<file path="src/rtl/modport_ram.sv">
// Dual-port RAM: one synchronous write port, one registered read port, async active-low reset.
// Define MODPORT_RAM_BYPASS_EN for write-first collisions; read-first by default.
module modport_ram #(
  parameter int unsigned ADDR_WIDTH = 4,
  parameter int unsigned DATA_WIDTH = 8
) (
  input  logic                  clk,
  input  logic                  rst,
  input  logic                  we,
  input  logic [ADDR_WIDTH-1:0] wr_addr,
  input  logic [DATA_WIDTH-1:0] wr_din,
  input  logic                  re,
  input  logic [ADDR_WIDTH-1:0] rd_addr,
  output logic [DATA_WIDTH-1:0] rd_dout,
  output logic                  rd_valid
);

  localparam int unsigned Depth = 2 ** ADDR_WIDTH;

  logic [DATA_WIDTH-1:0] mem_q [Depth];
  logic [DATA_WIDTH-1:0] rd_dout_q, rd_dout_d;
  logic                  rd_valid_q;
  logic                  collision;

  assign collision = we && re && (wr_addr == rd_addr);

  // Memory is built from resettable flops so reset clears every word at once.
  always_ff @(posedge clk or negedge rst) begin
    if (!rst) begin
      mem_q <= '{default: '0};
    end else if (we) begin
      mem_q[wr_addr] <= wr_din;
    end
  end

  always_comb begin
    rd_dout_d = rd_dout_q;
    if (re) begin
`ifdef MODPORT_RAM_BYPASS_EN
      rd_dout_d = collision ? wr_din : mem_q[rd_addr];
`else
      // Read-first: the flop array still holds the pre-write word on a collision.
      rd_dout_d = mem_q[rd_addr];
`endif
    end
  end

  always_ff @(posedge clk or negedge rst) begin
    if (!rst) begin
      rd_dout_q  <= '0;
      rd_valid_q <= 1'b0;
    end else begin
      rd_dout_q  <= rd_dout_d;
      rd_valid_q <= re;
    end
  end

`ifndef MODPORT_RAM_BYPASS_EN
  logic unused_collision;
  assign unused_collision = collision;
`endif

  assign rd_dout  = rd_dout_q;
  assign rd_valid = rd_valid_q;

endmodule

</file>
<file path="config.mk">
export PLATFORM = sky130hd
export DESIGN_NAME = modport_ram
export DESIGN_NICKNAME = d
export VERILOG_FILES = /design/src/rtl/modport_ram.sv
export SDC_FILE = /design/constraint.sdc
export NUM_CORES = 1
export LEC_CHECK = 0
export CORE_AREA = 2 2 160 84
export CTS_CLUSTER_SIZE = 8
export DETAILED_ROUTE_END_ITERATION = 16
export DIE_AREA = 0 0 162 86
export DONT_BUFFER_PORTS = 1
export GPL_TIMING_DRIVEN = 0
export PLACE_DENSITY = 0.6
export SLEW_MARGIN = 20
export SYNTH_ARGS = -nofsm -noshare
export SYNTH_HDL_FRONTEND = slang
export SYNTH_SLANG_ARGS = --single-unit
</file>
<file path="constraint.sdc">
create_clock -name clk -period 2.87 [get_ports clk]
set_clock_uncertainty 0.2 [all_clocks]
set_input_delay 0.1435 -clock clk [delete_from_list [all_inputs] [get_ports clk]]
set_output_delay 0.1435 -clock clk [all_outputs]
set_load 0.1 [all_outputs]
</file>
== Word-level counts from Yosys, hierarchy flattened ==
Cells that the tools add are included.
Word-level totals
  register bits after elaboration: 137
  input bits: 20
  output and inout port bits: 9
  logic and storage cells: 30
Operators by class
  $lt $le $gt $ge: 3
  muxes and demuxes: 6
  bitwise gates (word level): 2
  reduce and logical (&&, ||, !) cells: 1
Operators with widths (number)
  128-bit bitwise mux: 1
  8-bit binary-select mux with 4-bit select: 1
  8-bit demux with 4-bit select: 1
  8-bit two-way mux: 3
  5-bit greater-or-equal comparator (second input constant): 2
  4-bit NOT with 5-bit output: 2
  5-bit by 1-bit less-than comparator with 1-bit output (second input constant): 1
  1-bit logical AND: 1

== Depth between registers and ports, before layout ==
Gate-level depths: netlist of the first run.
  word-level depth: 6
  gate-level depth with buffers: 6
  gate-level depth less buffers: 3

== Worst setup path after synthesis of the first run ==
OpenSTA, ideal clock, no wires.
  path type: in2reg
  start point: input port rd_addr[1]
  end point: register rd_dout_q[1], in the netlist rd_dout[1]
  library setup time: 0.142 ns
  data arrival time: 1.224 ns
  slack: 1.304 ns
  stages on the path: 5
  cell sequence: buf_4 -> buf_4 -> mux4_2 -> o22ai_1 -> a221oi_1
Between the ends
  word-level cells in the longest chain between the ends: 4
Ends and longest elaborated chain
  start, declared: line 13  | input logic [ADDR_WIDTH-1:0] rd_addr,
  4-bit NOT with 5-bit output (implied by the code): line 43  | rd_dout_d = mem_q[rd_addr];
  8-bit binary-select mux with 4-bit select: line 43
  8-bit two-way mux (implied by the code) (2 in series): line 43
  end signal, assigned: line 53  | rd_dout_q <= rd_dout_d;
  end, declared: line 21  | logic [DATA_WIDTH-1:0] rd_dout_q, rd_dout_d;
No other way between the ends. The select of a mux whose other input is x is not followed.
A chain may end at the register's enable or synchronous reset.

== Worst setup path after layout of the first run ==
  start point: register rd_dout_q[6], in the netlist rd_dout[6]
  end point: output port rd_dout[6]
RTL lines
  end, declared: line 14  | output logic [DATA_WIDTH-1:0] rd_dout,
No word-level cell between the ends.

==> run summary, run 1 <==
status -> finished with violations
failing checks -> hold timing
Area Overhead vs Synth -> 14.6%
layout cells sized above 1 -> 45.6%
Reg clk slew, reported paths -> 0.07 ns
Die H -> 86 microns
detailed-route DRC error count -> 0
Seq cells post-synth -> 137
core box area -> 12400 sq um
top-count cell post-synth -> dfrtp_1
Critical R2R Capture -> rd_dout[7]
H-tree depth -> 4
Slew Viols, Final -> 0
clock root buffer master -> clkbuf_16
minimum clock period -> 1.73 ns
crit path capture type -> output port
cts repair resizes -> 0
most frequent cells after synthesis -> 137 x dfrtp_1, 104 x mux2_2, 32 x mux4_2
number of buffers on the longest clock path -> 2
vias in the first global route -> 3753
gr ovfl total -> 0
Data required, critical path -> 2.53 ns
CTS tree -> yes
DIE AREA -> 13900 sq um
routed wire length -> 14100 microns
placed cell areas -> 6350 sq um
post-DP HPWL -> 9560 microns
initial DRC count -> 190
Final Cycle Share -> 60.2%
Num CTS Buffers -> 17
TNS Setup -> 0 ns
synth top area cells -> dfrtp_1 56%, mux2_2 19%, mux4_2 12%
FFs w/ async S/R, synth -> 100%
top cell type's share of synthesized area -> 55.9%
die width -> 162 microns
Synth Cell Area -> 6130 sq um
total number of vias -> 3444
Initial DRT Pass Iterations -> 4
cts hold-fix bufs -> 9
Seq/Total Area, Yosys -> 55.9%
wire length of the first global-routing pass -> 22600 microns
GP Congestion -> 0.749
R2R depth -> 2
n_diodes -> 0
wire per inst -> 23.7 microns
Worst Path Arrival -> 1.38 ns
Final Util -> 56.6%
Initial Util -> 49.4%
pre-CTS WS -> 0.994 ns
Cells after Synth -> 384
synth warn -> 0
final hold violations -> 137
Post-synth top flop -> dfrtp_1
IO Pins -> 29
reg2reg setup slack -> 1.22 ns
number of flops mapped to enable cells by yosys -> 0
setup slack after layout -> 1.14 ns
RSZ-0062 raised after global routing -> false
Nets -> 432
unique cell type count in the Yosys netlist -> 22
worst-margin pin slew -> 0.952 ns
Detail Route Antenna Nets -> 0
worst hold margin -> -0.781 ns
setup violators final -> 0
gr usage total -> 22.4%
Max Clk Rate -> 0.579 GHz
initial antenna violation count -> 0
Setup Buffers After CTS -> 0
cell area after layout -> 7030 sq um
Setup crit start kind -> flip-flop
HP Class -> input port to asynchronous set/reset pin
leading area contributor after synthesis -> dfrtp_1
VDD IR max -> 349 uV
Syn Nets -> 404
IO Port Bufs -> 0
Post-Syn Area per Cell -> 16.0 sq um
Max FO, Critical Path -> 2
pwr/cell area -> 822 nW/um^2
area of the multi-input gates -> 2560 sq um
number of max-cap violations -> 0
Setup Crit Path Kind -> flip-flop to output port
largest net degree at the start of global routing -> 138
Skew-Pair Late Insertion Delay -> 0.41 ns
fillers -> 1014
Clock Sinks -> 137
r2r startpoint -> rd_dout[7]
row count -> 29
FF+latch area -> 3430 sq um
max_slew headroom -> 36.5%
via/cell ratio -> 5.79
LEAKAGE -> 2.96 nW
-- where the power goes --
part           internal (mW)  total (mW)  switching, mW
clock                   1.29        2.18          0.887
combinational          0.540       0.823          0.284
sequential              2.37        2.77          0.401
-- cell families after synthesis --
family / Yosys count / share of synthesized area [%]
compound gates: 16 / 1.96
buf+inv: 28 / 2.31
flops: 137 / 55.9
mux: 168 / 36.6
simple gates: 35 / 3.28
-- area by class of cell --
class	count	share of cell area [%]
clock inverters	15	2.35
clock buffers	17	6.05
well taps	170	3.03
plain buffers	28	2.01
flip-flops and latches	137	48.8
repair buffers	9	1.28
multi-input cells	219	36.5
-- flip-flops by register name (all words and copies together), names as in the netlist --
signal    count
mem_q       128
rd_dout       8
rd_valid      1
-- placed cells by master, fill, tap and decap left out, types with 2 or more instances in the layout --
master,count
nand2b_1,3
a221oi_1,8
nor2_2,9
buf_2,8
mux2_1,24
clkbuf_16,17
nor2_1,9
clkinv_2,2
dfrtp_1,137
nand3b_1,4
nand2_1,2
clkinv_4,6
or3_1,3
clkbuf_1,9
o22ai_1,8
mux2_2,104
buf_1,4
mux4_2,32
bufinv_16,2
mux2i_1,8
dlygate4sd3_1,9
buf_4,7
inv_6,4
-- routing by layer --
metal	share of wire, %	wire (microns)	global-route usage, %
met5	0	0	0
met4	0.73	103	5.79
met3	4.4	626	6.53
met2	43	6060	32.2
met1	52	7320	33.6
-- through the flow --
stage	power [mW]	std cells
floorplan	3.40	384
global placement	3.56	554
detailed placement	3.61	554
CTS	5.81	595
global route	6.02	595
finish	5.78	595
-- how the worst max path moves through the flow --
stage / start / depth (start not counted) / to
3_3_place_gp: rd_addr[3] / 5 / rd_dout[7]
6_report: rd_dout[6] / 0 / rd_dout[6]
2_1_floorplan: rd_addr[1] / 5 / rd_dout[1]
4_1_cts: rd_dout[6] / 0 / rd_dout[6]
5_1_grt: rd_dout[6] / 0 / rd_dout[6]
3_5_place_dp: rd_addr[3] / 5 / rd_dout[0]
Note: power is estimated with default switching activity, not from simulation.
==> inputs of run 2 (changes only) <==
ABC_AREA = 1   (was not set)
CORE_AREA = 2 2 162 85   (was 2 2 160 84)
DIE_AREA = 0 0 164 87   (was 0 0 162 86)
clock period = 1.8 ns   (was 2.87 ns; I/O delays follow)
==> run 2 against run 1 <==
Effect of this change:
- the run still ends with hold timing left
- synthesized cell count grew 100%
- final area is 6.0% higher
- critical path depth grew 4
- die area up 2.4%
- register-to-register slack worse by 0.90 ns
- power rose by 62%
- area after synthesis increased by 2.0%
- critical path type is now input port to flip-flop
==> run summary, run 2 <==
CTS tree -> yes
layout cells sized above 1 -> 8.75%
top cell type's share of synthesized area -> 54.8%
detailed-route DRC error count -> 0
Synth Cell Area -> 6260 sq um
number of flops mapped to enable cells by yosys -> 0
Num CTS Buffers -> 17
largest net degree at the start of global routing -> 138
IO Pins -> 29
n_diodes -> 0
Die H -> 87 microns
Skew-Pair Late Insertion Delay -> 0.42 ns
max_slew headroom -> 38.3%
wire per inst -> 20.0 microns
post-DP HPWL -> 14200 microns
routed wire length -> 20500 microns
VDD IR max -> 604 uV
Reg clk slew, reported paths -> 0.06 ns
row count -> 30
worst hold margin -> -0.842 ns
Max FO, Critical Path -> 10
core box area -> 13000 sq um
initial antenna violation count -> 0
most common cell after layout, fill and taps aside -> nand2_1
setup slack after layout -> 0.0547 ns
number of max-cap violations -> 0
most frequent cells in the layout -> 260 x nand2_1, 137 x dfrtp_1, 101 x nand3_1
Detail Route Antenna Nets -> 0
area of the multi-input gates -> 2510 sq um
fillers -> 1172
failing checks -> hold timing
synth top area cells -> dfrtp_1 55%, nand2_1 16%, nand3_1 8.1%
P_sw -> 2.90 mW
Nets -> 853
GP Congestion -> 0.971
gr usage total -> 30.3%
pre-CTS WS -> -0.0858 ns
clock root buffer master -> clkbuf_16
r2r startpoint -> mem_q[109]
initial DRC count -> 676
Data required, critical path -> 1.86 ns
worst-margin pin slew -> 0.926 ns
most frequent cells after synthesis -> 260 x nand2_1, 137 x dfrtp_1, 101 x nand3_1
Post-Syn Area per Cell -> 8.05 sq um
LEAKAGE -> 3.50 nW
combinational power share -> 15.6%
IO Port Bufs -> 0
Biggest register -> mem_q
Max Clk Rate -> 0.573 GHz
Slew Viols, Final -> 0
gr ovfl total -> 0
H-tree depth -> 4
Clock Sinks -> 137
Syn Nets -> 797
max reg flops -> 128
setup violators final -> 0
leading area contributor after synthesis -> dfrtp_1
final hold violations -> 151
Initial DRT Pass Iterations -> 6
number of buffers on the longest clock path -> 2
register share of total power -> 46.8%
R2R depth -> 8
RSZ-0062 raised after global routing -> false
Cells after Synth -> 777
HP Class -> input port to asynchronous set/reset pin
FFs w/ async S/R, synth -> 100%
minimum clock period -> 1.75 ns
FF+latch area -> 3430 sq um
via/cell ratio -> 5.69
Area Overhead vs Synth -> 19.0%
wire length of the first global-routing pass -> 31000 microns
reg2reg setup slack -> 0.32 ns
clock group share of total power -> 37.6%
switching share of power -> 31.0%
top-count cell post-synth -> nand2_1
Worst Path Arrival -> 1.81 ns
crit path capture type -> flip-flop
Internal Power -> 6.47 mW
total number of vias -> 5820
Critical R2R Capture -> rd_dout[5]
Setup Crit Path Kind -> input port to flip-flop
status -> finished with violations
Final Cycle Share -> 97.0%
vias in the first global route -> 5564
Setup crit start kind -> input port
Seq cells post-synth -> 137
die width -> 164 microns
Initial Util -> 48.0%
unique cell type count in the Yosys netlist -> 16
synth warn -> 0
DIE AREA -> 14300 sq um
Seq/Total Area, Yosys -> 54.8%
Post-synth top flop -> dfrtp_1
pwr/cell area -> 1260 nW/um^2
-- run 2: cell types whose count changed after synthesis, moves of 9 or more --
cell	previous run	this run
inv_1	0	18
nor2_2	9	0
nor2_1	9	69
mux2_2	104	0
nand2_1	2	260
a21oi_1	0	64
nand3_1	1	101
mux2_1	24	0
o21ai_0	0	64
mux4_2	32	0
clkbuf_1	9	22
-- run 2: final cells by class --
class,count,area share [%]
sequential,137,46.0
multi-input combinational,571,33.7
clock buffer,19,6.08
timing repair buffer,37,4.97
buffer,50,3.36
tap,176,2.96
clock inverter,13,1.93
inverter,19,0.958
-- run 2: worst max path at each step --
| stage | cells past startpoint | endpoint | from | slack, ns |
|---|---|---|---|---|
| 6_report | 4 | mem_q[117] | wr_din[5] | 0.05 |
| 5_1_grt | 7 | mem_q[111] | wr_addr[1] | 0.02 |
| 4_1_cts | 6 | mem_q[60] | wr_addr[0] | 0.02 |
| 3_5_place_dp | 9 | rd_dout[5] | rd_addr[1] | -0.09 |
| 3_3_place_gp | 9 | rd_dout[1] | rd_addr[1] | -0.02 |
| 2_1_floorplan | 2 | rd_dout[0] | rd_dout[0] | 0.44 |
-- run 2: timing repair --
action                                 CTS  global route
setup endpoints to repair                0            22
endpoints found under the hold margin  238           143
resized for setup                        0             4
hold buffers                            36             2
setup buffers                            0             1
-- run 2: per-stage QoR --
| step | instance area, sq um | power, mW | std cells | setup TNS, ns | utilization, % |
|---|---|---|---|---|---|
| CTS | 7440 | 9.35 | 1021 | 0 | 57.1 |
| finish | 7450 | 9.37 | 1022 | 0 | 57.2 |
| global placement | 6480 | 5.68 | 953 | -0.0156 | 49.7 |
| global route | 7450 | 9.80 | 1022 | 0 | 57.2 |
| detailed placement | 6480 | 5.74 | 953 | -0.186 | 49.7 |
| floorplan | 6260 | 5.28 | 777 | 0 | - |
-- run 2: per-layer routing --
| metal | track usage (%) | vias to the layer above | part of all wire [%] |
|---|---|---|---|
| li1 | - | 2645 | - |
| met1 | 44.8 | 2880 | 47 |
| met2 | 43.7 | 265 | 42 |
| met3 | 7.33 | 30 | 8.9 |
| met4 | 9.97 | 0 | 1.7 |
| met5 | 0 | - | 0 |
-- run 2: worst max-delay path, stage by stage --
cell and delay [ns]:
dlygate4sd3_1 0.54, inv_1 0.30, clkbuf_1 0.66, o21ai_0 0.21
-- run 2: logic make-up after synthesis --
kind of cell | share of synthesized area, %
AND/OR/NAND/NOR | 29.9
flip-flops | 54.8
AO/OA/AOI/OAI | 10.2
buffers and inverters | 5.12
-- run 2: power groups by stage --
stage                     registers, mW  clock network (mW)  logic [mW]
after floorplan                    4.28                   0        1.01
after global placement             4.40                   0        1.28
after detailed placement           4.42                   0        1.32
after CTS                          4.37                3.54        1.43
after global routing               4.44                3.71        1.65
final                              4.39                3.53        1.46
==> inputs of run 3 (changes only) <==
CORE_AREA = 2 2 137 99   (was 2 2 162 85)
DIE_AREA = 0 0 139 101   (was 0 0 164 87)
==> run 3 against run 2 <==
Effect of this change:
- the flow still finishes with violations (hold timing)
- maximum frequency is essentially flat
- power shrank 3.2%
- clock power shrank 6.8%
- sequential share of layout area grew 0.98 points
- sequential power is essentially flat
- critical endpoint is now mem_q[113]
==> run summary, run 3 (synthesis results as in run 2) <==
detailed-route DRC error count -> 0
Cell Chain, Critical Path -> dlygate4sd3_1, inv_1, buf_1, o21ai_0
final hold violations -> 144
post-DP HPWL -> 13600 microns
TNS Setup -> 0 ns
Worst Path Arrival -> 1.81 ns
Nets -> 842
die width -> 139 microns
max_slew headroom -> 38.6%
crit path capture type -> flip-flop
routed wire length -> 20300 microns
Skew-Pair Late Insertion Delay -> 0.42 ns
reg2reg setup slack -> 0.34 ns
core box area -> 12800 sq um
total number of vias -> 5690
Max Clk Rate -> 0.573 GHz
largest net degree at the start of global routing -> 138
setup violators final -> 0
Setup Buffers After CTS -> 0
Slew Viols, Final -> 0
Critical R2R Capture -> rd_dout[3]
cts hold-fix bufs -> 26
pwr/cell area -> 1240 nW/um^2
CP max-delay cell -> buf_1
RSZ-0062 raised after global routing -> false
gr ovfl total -> 0
Detail Route Antenna Nets -> 0
Die H -> 101 microns
LEAKAGE -> 3.43 nW
H-tree depth -> 4
cell area after layout -> 7290 sq um
initial DRC count -> 646
Setup Crit Path Kind -> input port to flip-flop
Initial Util -> 48.9%
Final Util -> 57.0%
R2R depth -> 8
n_diodes -> 0
number of buffers on the longest clock path -> 2
row count -> 35
wire length of the first global-routing pass -> 31200 microns
Biggest register -> mem_q
gr usage total -> 30.3%
status -> finished with violations
placed cell areas -> 6470 sq um
fillers -> 1142
Reg clk slew, reported paths -> 0.06 ns
worst hold margin -> -0.841 ns
layout cells sized above 1 -> 9.10%
Largest stage delay, worst path -> 0.70 ns
via/cell ratio -> 5.68
vias in the first global route -> 5457
r2r startpoint -> mem_q[19]
Clock Sinks -> 137
Max FO, Critical Path -> 10
most frequent cells in the layout -> 260 x nand2_1, 137 x dfrtp_1, 100 x nand3_1
dpl cells -> 943
CTS tree -> yes
Area Overhead vs Synth -> 16.5%
final std cells w/o fill -> 1001
GP Congestion -> 0.906
initial antenna violation count -> 0
Setup crit start kind -> input port
failing checks -> hold timing
IO Pins -> 29
Final Cycle Share -> 96.9%
worst-margin pin slew -> 0.922 ns
worst path bufs/invs -> 3
area of the multi-input gates -> 2510 sq um
IO Port Bufs -> 0
minimum clock period -> 1.74 ns
DIE AREA -> 14000 sq um
clock root buffer master -> clkbuf_16
max reg flops -> 128
wire per inst -> 20.3 microns
most common cell after layout, fill and taps aside -> nand2_1
HP Class -> input port to asynchronous set/reset pin
number of max-cap violations -> 0
VDD IR max -> 878 uV
FF+latch area -> 3430 sq um
Num CTS Buffers -> 17
Initial DRT Pass Iterations -> 5
Data required, critical path -> 1.87 ns
CP delay by family, top -> buffers and inverters
-- run 3: changes by cell type in the layout (fill, tap and decap cells not counted), moves of 2 or more --
cell           before  now
inv_6               2    6
dlygate4sd3_1      35   25
clkbuf_1           21   18
clkinvlp_4          4    2
bufinv_16           2    0
-- run 3: final cells by class --
type                       count  share of cell area [%]
tap                          166                    2.85
buffer                        50                    3.50
inverter                      19                   0.978
multi-input combinational    571                    34.5
timing repair buffer          26                    3.60
sequential                   137                    47.0
clock buffer                  18                    6.02
clock inverter                14                    1.54
-- run 3: metal layers --
metal	share of wire [%]	global-route usage [%]	routed length (microns)	vias up
met5	0	0	0	-
met4	2.8	11.4	578	0
met3	8.8	9.45	1780	52
met2	44	45.7	9010	241
met1	44	41.6	8970	2772
li1	-	-	-	2625
-- run 3: repair_timing --
| action | 4_1_cts | 5_1_grt |
|---|---|---|
| hold endpoints to repair | 239 | 143 |
| gates resized for setup | 0 | 15 |
| setup endpoints to repair | 0 | 14 |
-- run 3: worst max path at each step --
stage | from | end | slack, ns | cells past startpoint
after floorplan | rd_dout[0] | rd_dout[0] | 0.44 | 2
after global placement | rd_addr[1] | rd_dout[5] | 0.08 | 10
after detailed placement | rd_addr[1] | rd_dout[4] | 0.06 | 9
after CTS | wr_addr[0] | mem_q[96] | 0.02 | 7
after global routing | wr_din[1] | mem_q[113] | 0.0005 | 4
final | wr_din[1] | mem_q[113] | 0.06 | 4
-- run 3: where the power goes --
group	internal, mW	total [mW]	switching [mW]
Combinational	0.554	1.41	0.853
Clock	1.83	3.29	1.47
Sequential	3.74	4.37	0.627
-- run 3: stage by stage --
stage	worst slack, ns	total power, mW
global placement	0.0761	5.67
detailed placement	0.0618	5.74
finish	0.0554	9.07
global route	0.000549	9.49
floorplan	0.444	5.28
CTS	0.0215	9.04
